[config.mk]
export PLATFORM = sky130hd
export DESIGN_NAME = kernel_job_arbiter_flat
export DESIGN_NICKNAME = d
export VERILOG_FILES = /design/src/rtl/kernel_job_arbiter_if.sv /design/src/rtl/kernel_job_arbiter.sv /design/src/flat_wrapper.sv
export SDC_FILE = /design/constraint.sdc
export NUM_CORES = 1
export LEC_CHECK = 0
export ABC_AREA = 1
export ABC_CLOCK_PERIOD_IN_PS = 14700
export BUFFER_PORTS_ARGS = -buffer_cell sky130_fd_sc_hd__buf_2
export CORE_AREA = 2 2 263 265
export CTS_CLUSTER_SIZE = 40
export DETAILED_ROUTE_END_ITERATION = 8
export DIE_AREA = 0 0 265 267
export PLACE_DENSITY = 0.35
export REMOVE_ABC_BUFFERS = 1
export SLEW_MARGIN = 10
export SYNTH_ARGS = -nofsm -noshare
export SYNTH_HDL_FRONTEND = slang
export SYNTH_SLANG_ARGS = --single-unit
[constraint.sdc]
create_clock -name clk -period 14.7 [get_ports clk]
set_clock_uncertainty 0.1 [all_clocks]
set_input_delay 2.94 -clock clk [delete_from_list [all_inputs] [get_ports clk]]
set_output_delay 2.94 -clock clk [all_outputs]
set_load 0.02 [all_outputs]
[src/rtl/kernel_job_arbiter_if.sv]
// kernel_job_arbiter_if: requester, kernel and response signals of kernel_job_arbiter
interface kernel_job_arbiter_if #(
    parameter int DATA_W = 32,
    parameter int LANES = 4
);
    logic [1:0] req_valid;
    logic [2*LANES*DATA_W-1:0] req_data;
    logic [1:0] req_ready;
    logic [LANES*DATA_W-1:0] kern_in;
    logic kern_issue;
    logic [LANES*DATA_W-1:0] kern_out;
    logic [1:0] rsp_valid;
    logic [LANES*DATA_W-1:0] rsp_data;
    logic [1:0] rsp_ready;
    logic grant_id;
    logic busy;
    logic [15:0] job_count;
    modport slave (
        input req_valid, req_data, kern_out, rsp_ready,
        output req_ready, kern_in, kern_issue, rsp_valid, rsp_data, grant_id, busy, job_count
    );
    modport master (
        output req_valid, req_data, kern_out, rsp_ready,
        input req_ready, kern_in, kern_issue, rsp_valid, rsp_data, grant_id, busy, job_count
    );
endinterface

[src/rtl/kernel_job_arbiter.sv]
// kernel_job_arbiter: two-requester round-robin arbiter sharing one fixed-latency tensor kernel,
// one job in flight, response held until the owning requester accepts it.
module kernel_job_arbiter #(
    parameter int DATA_W = 32,
    parameter int LANES = 4,
    parameter int KERN_LAT = 1
) (
    input logic clk,
    input logic reset,
    kernel_job_arbiter_if.slave bus
);
    localparam int TW = LANES * DATA_W;
    typedef enum logic [1:0] {IDLE, ISSUE, WAIT, RESP} state_t;
    state_t state, state_nxt;
    logic [3:0] cnt;
    logic gid, last_grant, gnt, accept, sample, rsp_hs;
    logic [1:0] req_ready, rsp_valid;
    logic [TW-1:0] kin, rdata;
    logic [15:0] job_cnt;
    always_ff @(posedge clk or posedge reset) begin
        if (reset) state <= IDLE;
        else state <= state_nxt;
    end
    // Contention goes to whoever was not served last; a lone requester always wins.
    always_comb begin
        gnt = (&bus.req_valid) ? ~last_grant : bus.req_valid[1];
        accept = state == IDLE && (|bus.req_valid) && !reset;
        sample = state == WAIT && cnt == 4'd1;
        rsp_hs = state == RESP && bus.rsp_ready[gid];
        req_ready = accept ? (gnt ? 2'b10 : 2'b01) : 2'b00;
        rsp_valid = state == RESP ? (gid ? 2'b10 : 2'b01) : 2'b00;
        state_nxt = state == IDLE  ? (accept ? ISSUE : IDLE) :
                    state == ISSUE ? WAIT :
                    state == WAIT  ? (sample ? RESP : WAIT) :
                                     (rsp_hs ? IDLE : RESP);
    end
    always_ff @(posedge clk or posedge reset) begin
        if (reset) begin
            kin <= '0;
            rdata <= '0;
            gid <= 1'b0;
            last_grant <= 1'b1;
            cnt <= '0;
            job_cnt <= '0;
        end else begin
            if (accept) begin
                kin <= gnt ? bus.req_data[2*TW-1:TW] : bus.req_data[TW-1:0];
                gid <= gnt;
            end
            if (state == ISSUE) cnt <= 4'(KERN_LAT);
            else if (state == WAIT) cnt <= cnt - 4'd1;
            if (sample) rdata <= bus.kern_out;
            if (rsp_hs) begin
                last_grant <= gid;
                job_cnt <= job_cnt + 16'd1;
            end
        end
    end
    assign bus.req_ready = req_ready;
    assign bus.rsp_valid = rsp_valid;
    assign bus.kern_in = kin;
    assign bus.kern_issue = state == ISSUE;
    assign bus.rsp_data = rdata;
    assign bus.grant_id = gid;
    assign bus.busy = state != IDLE;
    assign bus.job_count = job_cnt;
endmodule

[src/flat_wrapper.sv]
// flat-port wrapper written by rule: the top's interface ports become plain ports
module kernel_job_arbiter_flat 
#(
    parameter int DATA_W = 32,
    parameter int LANES = 4,
    parameter int KERN_LAT = 1
)
  (clk, reset, bus_req_valid, bus_req_data, bus_kern_out, bus_rsp_ready, bus_req_ready, bus_kern_in, bus_kern_issue, bus_rsp_valid, bus_rsp_data, bus_grant_id, bus_busy, bus_job_count);
  kernel_job_arbiter_if #(.DATA_W(DATA_W), .LANES(LANES)) bus_i ();
  input logic clk;
  input logic reset;
  input wire logic [$bits(bus_i.req_valid)-1:0] bus_req_valid;
  input wire logic [$bits(bus_i.req_data)-1:0] bus_req_data;
  input wire logic [$bits(bus_i.kern_out)-1:0] bus_kern_out;
  input wire logic [$bits(bus_i.rsp_ready)-1:0] bus_rsp_ready;
  output wire logic [$bits(bus_i.req_ready)-1:0] bus_req_ready;
  output wire logic [$bits(bus_i.kern_in)-1:0] bus_kern_in;
  output wire logic [$bits(bus_i.kern_issue)-1:0] bus_kern_issue;
  output wire logic [$bits(bus_i.rsp_valid)-1:0] bus_rsp_valid;
  output wire logic [$bits(bus_i.rsp_data)-1:0] bus_rsp_data;
  output wire logic [$bits(bus_i.grant_id)-1:0] bus_grant_id;
  output wire logic [$bits(bus_i.busy)-1:0] bus_busy;
  output wire logic [$bits(bus_i.job_count)-1:0] bus_job_count;
  assign bus_i.req_valid = bus_req_valid;
  assign bus_i.req_data = bus_req_data;
  assign bus_i.kern_out = bus_kern_out;
  assign bus_i.rsp_ready = bus_rsp_ready;
  assign bus_req_ready = bus_i.req_ready;
  assign bus_kern_in = bus_i.kern_in;
  assign bus_kern_issue = bus_i.kern_issue;
  assign bus_rsp_valid = bus_i.rsp_valid;
  assign bus_rsp_data = bus_i.rsp_data;
  assign bus_grant_id = bus_i.grant_id;
  assign bus_busy = bus_i.busy;
  assign bus_job_count = bus_i.job_count;
  kernel_job_arbiter #(.DATA_W(DATA_W), .LANES(LANES), .KERN_LAT(KERN_LAT)) u_core (.clk(clk), .reset(reset), .bus(bus_i));
endmodule
Yosys cells after proc, flatten, opt, wreduce, memory -nomap -nowiden
Cells that the tools add are included.
{"block": "totals", "output_inout_bits": 279, "word_cells": 41, "input_bits": 390, "reg_bits": 280}
{"block": "classes", "eq_ne": 4, "n_addsub": 2, "magnitude_cmp": 1, "n_reduce_logical": 10, "bitwise_logic": 1, "n_mux": 16}
{"op": "$mux 128", "n": 1}
{"op": "$add 16x1->16 const B", "n": 1}
{"op": "$mux 2", "n": 8}
{"op": "$mux 4", "n": 2}
{"op": "$mux 1", "n": 5}
{"op": "$eq 2x2->1 const B", "n": 2}
{"op": "$eq 4x1->1 const B", "n": 1}
{"op": "$logic_and 1x1->1", "n": 4}
{"op": "$reduce_bool 2->1", "n": 2}
{"op": "$sub 4x1->4 const B", "n": 1}
{"op": "$eq 2x1->1 const B", "n": 1}
{"op": "$logic_not 2->1", "n": 1}
{"op": "$lt 1x2->1 const B", "n": 1}
{"op": "$reduce_and 2->1", "n": 1}
{"op": "$reduce_or 2->1", "n": 1}
{"op": "$logic_not 1->1", "n": 1}
{"op": "$not 1->1", "n": 1}

Logic depth before layout (Yosys ltp)
Gate-level depths: netlist of the first run.
{"block": "logic_depth", "ltp_word": 7, "depth_mapped": 10, "depth_no_buf": 9}

Worst setup path before layout of the first run
No wires, ideal clock.
{"block": "synth_path", "path_type": "in2out", "start": "input reset", "end": "output bus_req_ready[0]", "stages": 4, "n_path_buf": 1, "setup_slack_ps": 1535, "required_time_ps": 11660, "t_arrival_ps": 10125, "path_cell_list": "inv_1 nand3_2 nor2_1 clkbuf_1"}
{"block": "synth_between", "elab_chain_len": 3}
{"item": "from (decl)", "line": "flat_wrapper.sv:11", "text": "input logic reset;"}
{"item": "$logic_not 1->1", "line": "kernel_job_arbiter.sv:27", "text": "accept = state == IDLE && (|bus.req_valid) && !reset;"}
{"item": "$logic_and 1x1->1", "line": "kernel_job_arbiter.sv:27"}
{"item": "$mux 2", "line": "kernel_job_arbiter.sv:30", "text": "req_ready = accept ? (gnt ? 2'b10 : 2'b01) : 2'b00;"}
{"item": "to (decl)", "line": "flat_wrapper.sv:16", "text": "output wire logic [$bits(bus_i.req_ready)-1:0] bus_req_ready;"}
Every way passes these cells.

Worst setup path after layout of the first run
{"block": "layout_path", "start": "input reset", "end": "output bus_req_ready[1]"}
Same word-level chain as after synthesis.

==> flow_metrics.py, run 1 <==
metrics = {
    "status": {
        "status": "complete, no violations",
    },
    "global_route": {
        "grt_pass1_vias": 10900,
        "grt_pass1_wl_mm": 67.9,
        "grt_start_max_net_pins": 129,
        "grt-ovfl-total": 0,
        "antenna_found_initial": 18,
        "track_usage": 0.126,
    },
    "logic_synthesis": {
        "avgSynthCellArea_um2": 10.4,
        "synth_simple_gate_area_share": 0.209,
        "yosys.area_share.adder": 0.00756,
        "synth_compound_gate_area_share": 0.00518,
        "ys_warn_count": 0,
        "netlist_area_mm2": 0.0116,
        "synth_cells": 1110,
        "synth_top_family_by_area": "simple AND/OR/NAND/NOR gates",
        "synth_xor_area_frac": 0.00756,
        "synth.ff_latch_count": 280,
        "synth-seq-area-share": 0.605,
        "synth_edf_count": 0,
        "muxShareOfSynthArea": 0.124,
        "async_reset_ff_frac": 1.00,
        "synth_cell_types": 24,
        "synth_ff_type": "dfrtp_1",
    },
    "placed_design": {
        "gp_congestion": 0.788,
        "place_hpwl_mm": 34.6,
        "place_ws_ps": 6110,
        "io_buffers": 668,
        "place_inst": 2613,
    },
    "clock_network": {
        "cts_resized": 0,
        "clk_latency_ps": 540,
        "tritoncts": "done",
        "clock_path_buffers": 3,
        "hold_buffers": 0,
        "cts_root_buffer": "clkbuf_16",
        "cts_made_buffers": 37,
        "clkTransAtPathRegs_ps": 50,
        "cts.sinks": 280,
        "htreeDepth": 2,
        "postCtsSetupBuffers": 0,
    },
    "route": {
        "drtAntennaViolNets": 0,
        "drt-vias-per-instance": 3.90,
        "drc": 0,
        "drt-pass1-iter-count": 5,
        "wire_per_inst_um": 17.3,
        "postRouteWirelength_mm": 46.5,
        "drt_iter0_drc": 429,
        "num_vias": 10500,
    },
    "sta": {
        "slew_violations": 0,
        "slew_headroom": 0.284,
        "max_freq_mhz": 119,
        "period_minus_slack_ps": 8390,
        "rsz0062_at_grt": "no",
        "hold_violations": 0,
        "fin_crit_sh": 0.571,
        "finalSetupTns_ps": 0,
        "tightest_slew_ps": 1070,
        "setup_viol": 0,
        "fin_ws_ps": 6310,
    },
    "job": {
        "max_cap_violations": 0,
    },
    "floorplanning": {
        "core_area_mm2": 0.0680,
        "die-width_um": 265,
        "top_level_ports": 669,
        "num_rows": 96,
        "die_h_um": 267,
        "dieArea_mm2": 0.0708,
        "start_util": 0.170,
    },
    "cells_and_area": {
        "final_cell_mix": "buf_2 (668), nand2_1 (427), dfrtp_1 (279), nand3_1 (139), mux2_2 (128)",
        "layout-drive-gt1-share": 0.483,
        "postLayoutCoreUtil": 0.249,
        "final_common_cell": "buf_2",
        "finalNonFillerCells": 2687,
        "area_growth_syn_to_layout_pct": 46.3,
        "layout.nets": 2167,
        "fillers": 7478,
    },
    "power": {
        "peakVddDrop_mv": 0.0700,
        "power.density_mw_per_mm2": 219,
        "total_power_mw": 3.72,
        "p_leak_nw": 8.72,
    },
    "critical_path": {
        "worstPathMaxFanout": 94,
        "start_kind": "input pin",
        "path_class": "input pin to output port",
        "crit_required_ps": 11660,
        "cp.arrival_ps": 5350,
        "crit_path_end_kind": "output port",
    },
    "hold_path": {
        "min_path_type": "flip-flop to flip-flop",
    },
}
-- area by class of cell --
class | instances | area, um2 | area share
clock inverters | 6 | 41.3 | 0.00244
clock buffers | 60 | 1120 | 0.0662
inverters | 25 | 104 | 0.00613
well taps | 882 | 1100 | 0.0651
repair buffers | 677 | 3420 | 0.202
multi-input cells | 749 | 4120 | 0.243
diodes | 8 | 20.0 | 0.00118
flip-flops and latches | 280 | 7010 | 0.414
-- state kept, by name (all words and copies together), names as in the netlist --
signal / cells
u_core.bus.kern_in: 128
u_core.bus.rsp_data: 128
u_core.bus.job_count: 16
u_core.cnt: 4
u_core.state: 2
u_core.bus.grant_id: 1
u_core.last_grant: 1
-- stage by stage --
stage          instance area (um2)  hold slack [ps]
6_report                     16900              383
5_1_grt                      16900              407
4_1_cts                      16900              385
3_5_place_dp                 15800              376
3_3_place_gp                 15800              366
2_1_floorplan                11200              344
-- logic make-up (layout without fill, tap and decap cells) --
kind of cell,count (synthesis),after routing
and+or+nand+nor,592,592
DFF,280,280
muxes,128,128
buffers and inverters,81,768
AOI/OAI and AO/OA,12,12
xor gates and xnor gates,10,10
adders and majority gates,7,7
other,0,8
-- Yosys cell counts (3+ instances only) --
master | instances | share of area
mux2_2 | 128 | 0.12
a21oi_1 | 3 | 0.0013
nor2_1 | 15 | 0.0049
xnor2_1 | 3 | 0.0023
buf_4 | 11 | 0.0071
xor2_1 | 7 | 0.0053
dfrtp_1 | 279 | 0.60
nand3_1 | 139 | 0.060
inv_1 | 23 | 0.0075
buf_2 | 31 | 0.013
o21ai_0 | 9 | 0.0039
nand2_1 | 427 | 0.14
buf_6 | 12 | 0.012
nand4_1 | 4 | 0.0022
ha_1 | 7 | 0.0076
-- critical path, stage by stage --
cell and delay, ps:
buf_2 130, inv_8 470, nand3_4 770, inv_2 220
nand2_1 130, inv_4 310, buf_2 280
-- per-layer routing --
layer | share of wire | track usage
met5 | 0.0022 | 0
met4 | 0.025 | 0.0400
met3 | 0.10 | 0.0537
met2 | 0.50 | 0.221
met1 | 0.37 | 0.137
-- final timing paths --
| kind | start | end | slack, ps | cells after the start |
|---|---|---|---|---|
| setup / recovery | reset | bus_req_ready[1] | 6310 | 7 |
| hold / removal | u_core.last_grant | u_core.last_grant | 380 | 2 |
| setup reg to reg | u_core.state[0] | u_core.bus.kern_in[78] | 10870 | 10 |
| hold reg to reg | u_core.last_grant | u_core.last_grant | 380 | 2 |
| max in group asynchronous | reset | u_core.bus.kern_in[75] | 10660 | 3 |
| min in group asynchronous | reset | u_core.bus.job_count[15] | 2390 | 2 |
-- power breakdown --
| group | switching [mW] | internal (mW) | total, mW |
|---|---|---|---|
| clock | 0.354 | 0.521 | 0.876 |
| combinational | 0.943 | 0.567 | 1.51 |
| sequential | 0.198 | 1.13 | 1.33 |
No activity file was read; power rests on OpenSTA's default activity.
==> run 2, diff against run 1 <==
--- a/config.mk
+++ b/config.mk
@@ -6,7 +6,7 @@
 export NUM_CORES = 1
 export LEC_CHECK = 0
 export ABC_AREA = 1
-export ABC_CLOCK_PERIOD_IN_PS = 14700
+export ABC_CLOCK_PERIOD_IN_PS = 7800
 export BUFFER_PORTS_ARGS = -buffer_cell sky130_fd_sc_hd__buf_2
 export CORE_AREA = 2 2 263 265
 export CTS_CLUSTER_SIZE = 40
==> constraint.sdc (replaced) <==
create_clock -name clk -period 7.8 [get_ports clk]
set_clock_uncertainty 0.1 [all_clocks]
set_input_delay 1.56 -clock clk [delete_from_list [all_inputs] [get_ports clk]]
set_output_delay 1.56 -clock clk [all_outputs]
set_load 0.02 [all_outputs]
==> run 2 against run 1 <==
- global-route usage up 0.45 points
- core utilization up 0.077 points
- combinational power up 89%
- sequential share of layout area down 0.13 points
- clock power up 97%
- routed wire length up 2.6%
- sequential power up 88%
- worst setup slack worse by 3300 ps
- hold slack worse by 9.1 ps
- non-clock buffer count up 4
- die area unchanged
==> flow_metrics.py, run 2 (synthesized netlist as in run 1, its figures left out) <==
metrics = {
    "status": {
        "status": "complete, no violations",
    },
    "critical_path": {
        "crit_path_end_kind": "output port",
        "worstPathMaxFanout": 64,
        "cpMostUsedCell": "buf_2",
        "path_class": "input pin to output port",
        "reg2reg_setup_slack_ps": 4410,
        "crit_family": "buffers and inverters",
        "cp.buffers_inverters": 4,
        "worstReg2RegEnd": "u_core.bus.kern_in[101]",
        "slowest_stage": "nor2_4",
        "max_stage_delay_ps": 370,
        "path_cells": "buf_2 > inv_8 > nand3_4 > buf_4 > nor2_4 > buf_2",
        "crit_required_ps": 6140,
        "rr_startpoint": "u_core.state[0]",
        "start_kind": "input pin",
        "cp.arrival_ps": 3170,
        "rr_worst_depth": 11,
    },
    "floorplanning": {
        "top_level_ports": 669,
        "die_h_um": 267,
        "dieArea_mm2": 0.0708,
        "core_area_mm2": 0.0680,
        "num_rows": 96,
        "die-width_um": 265,
        "start_util": 0.170,
    },
    "route": {
        "wire_per_inst_um": 17.7,
        "drt-vias-per-instance": 3.87,
        "num_vias": 10400,
        "drc": 0,
        "drtAntennaViolNets": 0,
        "drt-pass1-iter-count": 4,
        "drt_iter0_drc": 419,
        "postRouteWirelength_mm": 47.7,
    },
    "clock_network": {
        "cts_made_buffers": 37,
        "clk_latency_ps": 540,
        "cts_root_buffer": "clkbuf_16",
        "clkTransAtPathRegs_ps": 60,
        "cts_resized": 0,
        "clock_path_buffers": 3,
        "htreeDepth": 2,
        "postCtsSetupBuffers": 0,
        "tritoncts": "done",
        "hold_buffers": 0,
        "cts.sinks": 280,
    },
    "sta": {
        "worst_hold_slack_ps": 374,
        "period_minus_slack_ps": 4830,
        "slew_violations": 0,
        "max_freq_mhz": 207,
        "fin_ws_ps": 2970,
        "setup_viol": 0,
        "slew_headroom": 0.282,
        "rsz0062_at_grt": "no",
        "hold_violations": 0,
        "fin_crit_sh": 0.619,
        "tightest_slew_ps": 1080,
    },
    "cells_and_area": {
        "final_common_cell": "buf_2",
        "multiInputGateArea_mm2": 0.00412,
        "layout.nets": 2171,
        "area_growth_syn_to_layout_pct": 46.7,
        "ff_latch_area_mm2": 0.00701,
        "final_cell_mix": "buf_2 (668), nand2_1 (427), dfrtp_1 (279), nand3_1 (139), mux2_2 (128)",
        "postLayoutCoreUtil": 0.250,
        "fillers": 7437,
        "layout-drive-gt1-share": 0.486,
        "finalNonFillerCells": 2686,
    },
    "power": {
        "p_leak_nw": 8.75,
        "peakVddDrop_mv": 0.139,
        "power.density_mw_per_mm2": 417,
    },
    "hold_path": {
        "whs_endpoint": "u_core.last_grant",
        "hold_start": "u_core.last_grant",
        "min_path_cells": 2,
        "min_path_type": "flip-flop to flip-flop",
    },
    "job": {
        "max_cap_violations": 0,
    },
    "placed_design": {
        "io_buffers": 668,
        "place_inst": 2617,
        "gp_congestion": 0.792,
        "place_ws_ps": 2860,
        "place_hpwl_mm": 35.7,
    },
    "global_route": {
        "grt_start_max_net_pins": 79,
        "grt_pass1_wl_mm": 69.6,
        "grt-ovfl-total": 0,
        "track_usage": 0.131,
        "antenna_found_initial": 21,
        "grt_pass1_vias": 10800,
    },
}
run 2: worst max-delay path by stage:
stage | startpoint | cells past startpoint | slack, ps | to
finish | reset | 6 | 2970 | bus_req_ready[0]
global route | reset | 6 | 2810 | bus_req_ready[0]
CTS | reset | 6 | 2850 | bus_req_ready[0]
detailed placement | reset | 6 | 2860 | bus_req_ready[0]
global placement | reset | 6 | 2890 | bus_req_ready[0]
floorplan | reset | 3 | -9650 | bus_req_ready[0]
run 2: final cells by class:
| class | count | share of cell area |
|---|---|---|
| antenna | 6 | 0.000883 |
| clock buffer | 51 | 0.0623 |
| clock inverter | 12 | 0.00876 |
| inverter | 25 | 0.00611 |
| multi-input combinational | 749 | 0.242 |
| sequential | 280 | 0.412 |
| tap | 882 | 0.0649 |
| timing repair buffer | 681 | 0.202 |
run 2: power by group:
part           switching [mW]  internal, mW  leakage (nW)
clock network           0.680          1.05         0.596
logic                    1.79          1.07          4.76
registers               0.364          2.13          3.40
run 2: worst reg2reg max path, cell delays in order (launching register included):
cell     delay [ps]
dfrtp_1         400
inv_1           110
ha_1            280
nand3_4          90
buf_4           350
inv_2           190
nand2_1         100
inv_4           110
buf_4           550
buf_4           690
nand2_1         250
nand3_1         110
run 2: metrics by stage:
| stage | power [mW] | TNS [ps] | instance area [um2] |
|---|---|---|---|
| detailed placement | 5.45 | 0 | 15800 |
| floorplan | 4.26 | -1562780 | 11200 |
| global route | 7.57 | 0 | 17000 |
| global placement | 5.45 | 0 | 15800 |
| finish | 7.08 | 0 | 17000 |
| CTS | 7.25 | 0 | 17000 |
run 2: metal layers:
metal / GRT usage / part of all wire / routed length, um / vias to the layer above
li1: - / - / - / 4937
met1: 0.135 / 0.36 / 17000 / 4878
met2: 0.226 / 0.49 / 23400 / 457
met3: 0.0703 / 0.12 / 5850 / 85
met4: 0.0415 / 0.027 / 1290 / 28
met5: 0 / 0.0035 / 165 / -
==> run 3, diff against run 2 <==
--- a/config.mk
+++ b/config.mk
@@ -6,13 +6,13 @@
 export NUM_CORES = 1
 export LEC_CHECK = 0
 export ABC_AREA = 1
-export ABC_CLOCK_PERIOD_IN_PS = 7800
+export ABC_CLOCK_PERIOD_IN_PS = 4300
 export BUFFER_PORTS_ARGS = -buffer_cell sky130_fd_sc_hd__buf_2
 export CORE_AREA = 2 2 263 265
 export CTS_CLUSTER_SIZE = 40
 export DETAILED_ROUTE_END_ITERATION = 8
 export DIE_AREA = 0 0 265 267
-export PLACE_DENSITY = 0.35
+export PLACE_DENSITY = 0.36
 export REMOVE_ABC_BUFFERS = 1
 export SLEW_MARGIN = 10
 export SYNTH_ARGS = -nofsm -noshare
==> constraint.sdc (replaced) <==
create_clock -name clk -period 4.3 [get_ports clk]
set_clock_uncertainty 0.1 [all_clocks]
set_input_delay 0.86 -clock clk [delete_from_list [all_inputs] [get_ports clk]]
set_output_delay 0.86 -clock clk [all_outputs]
set_load 0.02 [all_outputs]
==> run 3 against run 2 <==
- register-to-register slack worse by 3100 ps
- design area is 0.40% higher
- count of clock-buffer cells in the layout is 2 higher
- total power is 81% higher
- via count is 0.22% lower
- worst setup slack worse by 1700 ps
- largest cell class unchanged
==> flow_metrics.py, run 3 (synthesized netlist as in run 1, its figures left out) <==
metrics = {
    "cells_and_area": {
        "layout.nets": 2166,
        "area_growth_syn_to_layout_pct": 47.3,
        "final_cell_mix": "buf_2 (668), nand2_1 (427), dfrtp_1 (279), nand3_1 (139), mux2_2 (128)",
        "layout-drive-gt1-share": 0.486,
        "final_common_cell": "buf_2",
        "finalNonFillerCells": 2683,
    },
    "critical_path": {
        "path_cells": "inv_1 > ha_1 > nand4_1 > buf_4 > buf_4 > mux2_2",
        "crit_path_end_kind": "flip-flop",
        "worstPathMaxFanout": 79,
        "cp.depth": 6,
        "start_kind": "flip-flop",
        "max_stage_delay_ps": 790,
        "rr_startpoint": "u_core.state[0]",
        "crit_required_ps": 4620,
        "path_class": "flip-flop to flip-flop",
        "rr_worst_depth": 6,
        "cp.arrival_ps": 3350,
        "slowest_stage": "buf_4",
        "cpMostUsedCell": "buf_4",
        "crit_family": "buffers and inverters",
        "crit_start": "u_core.state[0]",
        "cp.buffers_inverters": 3,
    },
    "clock_network": {
        "cts.sinks": 280,
        "postCtsSetupBuffers": 0,
        "cts_made_buffers": 38,
        "cts_root_buffer": "clkbuf_16",
        "hold_buffers": 0,
        "cts_resized": 0,
        "clock_path_buffers": 3,
        "htreeDepth": 2,
        "clkTransAtPathRegs_ps": 60,
        "clk_latency_ps": 530,
        "tritoncts": "done",
    },
    "sta": {
        "period_minus_slack_ps": 3030,
        "tightest_slew_ps": 1040,
        "max_freq_mhz": 330,
        "slew_violations": 0,
        "slew_headroom": 0.304,
        "setup_viol": 0,
        "fin_crit_sh": 0.705,
        "hold_violations": 0,
        "rsz0062_at_grt": "no",
    },
    "power": {
        "total_power_mw": 12.9,
        "swShare": 0.395,
        "clkPwrFrac": 0.250,
        "peakVddDrop_mv": 0.289,
        "power.density_mw_per_mm2": 753,
        "p_int_mw": 7.78,
        "combPwrFrac": 0.400,
        "power.switching_mw": 5.07,
        "p_seq_frac": 0.351,
        "p_leak_nw": 8.77,
    },
    "floorplanning": {
        "top_level_ports": 669,
        "die-width_um": 265,
        "die_h_um": 267,
        "num_rows": 96,
        "dieArea_mm2": 0.0708,
        "core_area_mm2": 0.0680,
        "start_util": 0.170,
    },
    "hold_path": {
        "min_path_type": "input pin to async pin",
    },
    "route": {
        "wire_per_inst_um": 16.2,
        "drt-pass1-iter-count": 4,
        "drt_iter0_drc": 379,
        "drc": 0,
        "drtAntennaViolNets": 0,
        "postRouteWirelength_mm": 43.4,
        "num_vias": 10400,
        "drt-vias-per-instance": 3.86,
    },
    "job": {
        "max_cap_violations": 0,
    },
    "global_route": {
        "grt_pass1_wl_mm": 64.7,
        "antenna_found_initial": 12,
        "grt-ovfl-total": 0,
        "grt_pass1_vias": 10600,
        "grt_start_max_net_pins": 133,
        "track_usage": 0.118,
    },
    "placed_design": {
        "gp_congestion": 0.783,
        "io_buffers": 668,
        "place_hpwl_mm": 31.4,
        "place_inst": 2611,
    },
    "status": {
        "status": "complete, no violations",
    },
}
==> run 3: metrics by stage <==
stage	setup WS, ps	hold slack, ps	TNS [ps]	utilization	area [um2]
after floorplan	-11750	344	-2911670	-	11200
after global placement	1270	360	0	0.232	15800
after detailed placement	1230	359	0	0.232	15800
after CTS	1210	146	0	0.251	17100
after global routing	1050	163	0	0.251	17100
final	1270	182	0	0.251	17100
==> run 3: per-layer routing <==
layer  share of wire  up-vias  routed length, um  global-route usage
met5          0.0023        -                 99                   0
met1            0.38     4850              16500               0.132
met2            0.48      489              20900               0.200
met4           0.027       14               1190              0.0392
met3            0.11       74               4670              0.0525
li1                -     4935                  -                   -
==> run 3: final timing paths <==
| check | end | slack, ps |
|---|---|---|
| max | u_core.bus.rsp_data[54] | 1270 |
| min | u_core.bus.rsp_data[56] | 180 |
| max reg2reg | u_core.bus.rsp_data[54] | 1270 |
| min reg2reg | u_core.last_grant | 380 |
| max in group asynchronous | u_core.bus.kern_in[120] | 2790 |
| min in group clk | u_core.last_grant | 380 |
==> run 3: cell type report <==
| cell class | count | area [um2] |
|---|---|---|
| Sequential cell | 280 | 7010 |
| Clock inverter | 16 | 168 |
| Inverter | 25 | 104 |
| Antenna cell | 3 | 7.51 |
| Tap cell | 882 | 1100 |
| Clock buffer | 53 | 1100 |
| Timing Repair Buffer | 675 | 3460 |
| Multi-Input combinational cell | 749 | 4120 |
| Fill cell | 7474 | 50900 |
==> run 3: worst register-to-register path, delay by kind of cell, from the launching register on <==
kind          cells  cell delay, ps
fa+ha+maj         1             230
simple gates      1             130
buf+inv           3            1640
mux               1             450
flops             1             370
==> run 3: power groups by stage <==
stage / clock network [mW] / registers (mW) / logic [mW]
final: 3.21 / 4.51 / 5.14
after floorplan: 0 / 5.97 / 1.76
after CTS: 3.37 / 4.52 / 5.25
after global routing: 3.46 / 4.67 / 5.59
after detailed placement: 0 / 4.54 / 5.25
after global placement: 0 / 4.54 / 5.23
